`src/rtl/rd_stream_adapter_pkg.sv`:
```
// Shared definitions for the FIFO read-side stream adapter.
// Holds the buffer state encodings, the default widths shared with the FIFO
// top level, and a helper that maps a state to its buffered-word count.
package rd_stream_adapter_pkg;

  // Default widths shared with the async FIFO top level
  localparam int unsigned DATASIZE_DEF = 8;
  localparam int unsigned ADDRSIZE_DEF = 4;
  localparam int unsigned CNTSIZE_DEF  = 16;
  localparam int unsigned STATE_W      = 2;

  // Buffer occupancy states; the encoding equals the number of held words
  localparam logic [STATE_W-1:0] ST_EMPTY = 2'd0;
  localparam logic [STATE_W-1:0] ST_ONE   = 2'd1;
  localparam logic [STATE_W-1:0] ST_TWO   = 2'd2;

  // Number of buffered words for a given state (unreachable codes read as 0)
  function automatic logic [1:0] level_of(input logic [STATE_W-1:0] st);
    logic [1:0] lvl;
    lvl = 2'd0;
    case (st)
      ST_ONE:  lvl = 2'd1;
      ST_TWO:  lvl = 2'd2;
      default: lvl = 2'd0;
    endcase
    return lvl;
  endfunction

endpackage

```
`src/rtl/rd_stream_adapter.sv`:
```
// rd_stream_adapter: read-side consumer of the async FIFO (rclk domain only).
// Converts the FIFO rdata/empty/rinc interface into a registered valid/ready
// stream using a 2-entry head/skid buffer, so m_ready never reaches rinc
// combinationally while still sustaining one word per cycle.
// Ports:
//   rclk        read-domain clock
//   r_rst       synchronous active-high reset
//   fifo_rdata  FIFO read data, valid whenever fifo_empty=0
//   fifo_empty  FIFO empty flag
//   fifo_rinc   pop strobe to the FIFO (combinational)
//   flush       synchronous discard of buffered words
//   m_data      stream data (head entry, registered)
//   m_valid     stream valid (registered)
//   m_ready     downstream ready
//   word_cnt    count of accepted handshakes, wraps silently
//   buf_level   number of buffered words, 0..2
module rd_stream_adapter
  import rd_stream_adapter_pkg::*;
#(
  parameter int unsigned DATASIZE = DATASIZE_DEF,
  parameter int unsigned CNTSIZE  = CNTSIZE_DEF
) (
  input  logic                rclk,
  input  logic                r_rst,
  input  logic [DATASIZE-1:0] fifo_rdata,
  input  logic                fifo_empty,
  output logic                fifo_rinc,
  input  logic                flush,
  output logic [DATASIZE-1:0] m_data,
  output logic                m_valid,
  input  logic                m_ready,
  output logic [CNTSIZE-1:0]  word_cnt,
  output logic [1:0]          buf_level
);

  logic [STATE_W-1:0]  state;
  logic [STATE_W-1:0]  state_nxt;
  logic [DATASIZE-1:0] skid;
  logic                enq;
  logic                deq;
  logic                head_ld;
  logic                head_from_skid;
  logic                skid_ld;

  // Pop only when there is room; TWO is full so no pop is possible there
  assign enq       = !r_rst && !flush && !fifo_empty && (state != ST_TWO);
  assign fifo_rinc = enq;
  assign deq       = m_valid && m_ready;
  assign buf_level = level_of(state);

  // State register
  always_ff @(posedge rclk) begin
    if (r_rst) begin
      state <= ST_EMPTY;
    end else begin
      state <= state_nxt;
    end
  end

  // Next state and buffer load controls
  always_comb begin
    state_nxt      = state;
    head_ld        = 1'b0;
    head_from_skid = 1'b0;
    skid_ld        = 1'b0;
    if (flush) begin
      state_nxt = ST_EMPTY;
    end else begin
      case (state)
        ST_EMPTY: begin
          if (enq) begin
            state_nxt = ST_ONE;
            head_ld   = 1'b1;
          end
        end
        ST_ONE: begin
          if (enq && deq) begin
            head_ld = 1'b1;
          end else if (enq) begin
            state_nxt = ST_TWO;
            skid_ld   = 1'b1;
          end else if (deq) begin
            state_nxt = ST_EMPTY;
          end
        end
        ST_TWO: begin
          // Skid word is older than anything still in the FIFO
          if (deq) begin
            state_nxt      = ST_ONE;
            head_ld        = 1'b1;
            head_from_skid = 1'b1;
          end
        end
        default: begin
          state_nxt = ST_EMPTY;
        end
      endcase
    end
  end

  // Head/skid data and registered valid
  always_ff @(posedge rclk) begin
    if (r_rst) begin
      m_data  <= '0;
      skid    <= '0;
      m_valid <= 1'b0;
    end else begin
      m_valid <= (state_nxt != ST_EMPTY);
      if (head_ld) begin
        m_data <= head_from_skid ? skid : fifo_rdata;
      end
      if (skid_ld) begin
        skid <= fifo_rdata;
      end
    end
  end

  // Delivered-word counter; a handshake coincident with flush still counts
  always_ff @(posedge rclk) begin
    if (r_rst) begin
      word_cnt <= '0;
    end else if (deq) begin
      word_cnt <= word_cnt + CNTSIZE'(1);
    end
  end

endmodule

```
`config.mk`:
```
export PLATFORM = sky130hd
export DESIGN_NAME = rd_stream_adapter
export DESIGN_NICKNAME = d
export VERILOG_FILES = /design/src/rtl/rd_stream_adapter_pkg.sv /design/src/rtl/rd_stream_adapter.sv
export SDC_FILE = /design/constraint.sdc
export NUM_CORES = 1
export LEC_CHECK = 0
export BUFFER_PORTS_ARGS = -buffer_cell sky130_fd_sc_hd__buf_2
export CORE_MARGIN = 1
export CORE_UTILIZATION = 40
export CTS_CLUSTER_DIAMETER = 40
export DETAILED_ROUTE_END_ITERATION = 6
export GPL_ROUTABILITY_DRIVEN = 0
export GPL_TIMING_DRIVEN = 0
export PLACE_DENSITY = 0.61
export SYNTH_ARGS = -nofsm -noshare
export SYNTH_HDL_FRONTEND = slang
export SYNTH_SLANG_ARGS = --single-unit
```
`constraint.sdc`:
```
create_clock -name rclk -period 1.85 [get_ports rclk]
set_input_delay 0.37 -clock rclk [delete_from_list [all_inputs] [get_ports rclk]]
set_output_delay 0.37 -clock rclk [all_outputs]
set_load 0.05 [all_outputs]
```
==> results.toml <==
[outcome]
status = "finished, final reports clean"

[clock_network]
cts_tree = "built"
clock_latency_ns = 0.29
cts-root-buf = "clkbuf_8"
clock_sinks = 35
path_clk_slew_ns = 0.08
cts_setup_buffers = 0
cts_buffers = 5
cts_buffer_depth = 2
cts-htree-levels = 2
ctsResizeCount = 0
postCtsHoldBufs = 0

[timing]
max_slew_margin_pct = 62.8
rsz0062_at_grt = "false"
skew_ns = 0.00628
fmax_mhz = 582
final-hold-violation-count = 0
hold_ws_ns = 0.331
post-route-period-util_pct = 93.0
worst_pin_slew_ns = 0.558
post-route-min-period_ns = 1.72
setup_viol = 0
slew_violations = 0
tns_ns = 0
setup_ws_ns = 0.130

[layout]
nets = 229
multi_input_area_um2 = 837
fillers = 339
seq_area_um2 = 704
diodes = 0
synthToLayoutAreaGrowth_pct = 23.3
finish.utilization_pct = 52.1
layout-drive-gt1-share_pct = 28.7

[worst_setup_path]
start_kind = "flip-flop"
cp_max_fo = 8
cp_slowest_cell = "dfxtp_1"
required_ns = 1.48
cp_cell_sequence = "nor2b_2, buf_2"
path_delay_family = "flip-flops"
worst-setup-path-type = "reg2out"
arrival_ns = 1.35
crit_path_start = "state[1]$_SDFF_PP0_"
r2r_slack_ns = 0.16
critPathMaxStageDelay_ns = 0.45
reg2reg_from = "state[1]$_SDFF_PP0_"
path_buf_inv = 1
end_kind = "primary output"

[yosys]
seq_area_frac_synth_pct = 44.6
yosys.area_share.simple_pct = 23.0
synthAdderAreaFrac_pct = 0.797
yosys.area_share.xor_xnor_pct = 6.69
synth_cell_types = 34
synthFlopType = "dfxtp_1"
synth_compound_area_share_pct = 10.8
yosys_warnings = 0
syn_inst = 169
syn_area_um2 = 1570
synth_mux_area_share_pct = 10.8
ys_ff_latch = 35
synth_edf_count = 0
synth_top_family_by_area = "simple AND/OR/NAND/NOR gates"
postSynthAreaPerCell_um2 = 9.29
synth_nets = 183
async_flop_share_pct = 0

[route]
drt-total-wl_um = 3510
first_iter_violations = 44
ant_nets = 0
via_per_inst = 5.28
wl_per_cell_um = 13.3
drc = 0
vias = 1395
firstDrtPassIters = 6

[place]
io_buffers = 39
pre_cts_slack_ns = 0.0414
dp_hpwl_um = 2570

[floorplanning]
fp.dieW_um = 64.7
rows = 22
core_um2 = 3720
io_pins = 41
fp.dieArea_um2 = 4180
die_h_um = 64.7
start_util_pct = 42.3

[global_routing]
grt_pass1_wl_um = 6010
grt_pass1_vias = 1305
grt_overflow_total = 0
grt_usage_pct = 18.7
antenna_found_initial = 0
grt_max_degree = 13

[power]
leakagePower_uw = 0.000883
p_sw_uw = 412
powerDensity_nw_per_um2 = 769
sw_frac_of_total_pct = 27.7
seq_power_share_pct = 52.2
p_int_uw = 1080
ir_worst_vdd_mv = 0.472
pwr-share-clk_pct = 37.5
pwr-share-comb_pct = 10.3

[min_path]
hp-class = "in2reg"
min-delay-start = "fifo_rdata[1]"

[run]
cap_violations = 0
routing by layer:
metal | wire length [µm] | GRT usage (%) | up-vias | share of wire (%)
met5 | 0 | 0 | - | 0
met4 | 42 | 7.78 | 0 | 1.2
met3 | 133 | 4.40 | 5 | 3.8
met2 | 1760 | 31.4 | 34 | 50
met1 | 1580 | 22.7 | 668 | 45
li1 | - | - | 688 | -
state kept, by name, indices dropped and copies added (netlist names):
register	flops
m_data	8
state	2
skid	8
word_cnt	16
m_valid	1
layout make-up:
cell class              instances  area share (%)
plain buffers                   9            2.39
multi-input cells             124            43.2
well taps                      48            3.10
clock buffers                   5            3.56
clock inverters                 3            1.03
flip-flops and latches         35            36.4
inverters                       1           0.194
repair buffers                 39            10.1
placed cells by master (no fill, tap or decap), types with 4 or more instances in the layout:
master	synthesis	routed
clkbuf_8	0	5
mux2i_1	17	17
nand2_1	8	8
clkbuf_1	4	4
nand3_1	5	5
buf_2	4	43
nor2_1	31	31
dfxtp_1	35	32
a211oi_1	6	6
xnor2_1	7	7
xor2_1	5	5
nand4_1	6	6
a21oi_1	6	6
synth_stat cells (4+ instances only):
cell | number | area [µm²]
a21oi_1 | 6 | 30.0
buf_2 | 4 | 20.0
a211oi_1 | 6 | 45.0
nor4_1 | 4 | 25.0
nor2_1 | 31 | 116
nand4_1 | 6 | 37.5
xor2_1 | 5 | 43.8
clkbuf_1 | 4 | 15.0
nand3_1 | 5 | 25.0
mux2i_1 | 17 | 170
dfxtp_1 | 35 | 701
xnor2_1 | 7 | 61.3
nand2_1 | 8 | 30.0
tightest hold or removal path, cell delays in order:
cell     delay (ns)
buf_2          0.09
mux2i_1        0.06
nor2_1         0.07
final timing paths:
check / endpoint / depth (start not counted)
max: buf_level[1] / 2
min: skid[1]$_SDFFE_PP0P_ / 3
max reg2reg: m_data[0]$_SDFFE_PP0P_ / 5
min reg2reg: m_data[7]$_SDFFE_PP0P_ / 2
power groups by stage:
stage          sequential (µW)  clock, µW  combinational (µW)
2_1_floorplan              833          0                68.1
3_3_place_gp               795          0                 152
3_5_place_dp               795          0                 154
4_1_cts                    777        571                 154
5_1_grt                    780        610                 166
6_report                   778        557                 153
metrics by stage:
step / instance area, µm² / instances / total power [µW]
global placement: 1850 / 256 / 946
floorplan: 1590 / 169 / 901
CTS: 1940 / 264 / 1500
global route: 1940 / 264 / 1560
detailed placement: 1850 / 256 / 949
finish: 1940 / 264 / 1490
cell families after synthesis:
logic type	after synthesis
AO/OA/AOI/OAI	22
XOR/XNOR	12
adder cells (fa/ha/maj)	1
buffers and inverters	10
flip-flops	35
multiplexers	17
AND/OR/NAND/NOR	72
(Power assumes the default switching activity.)
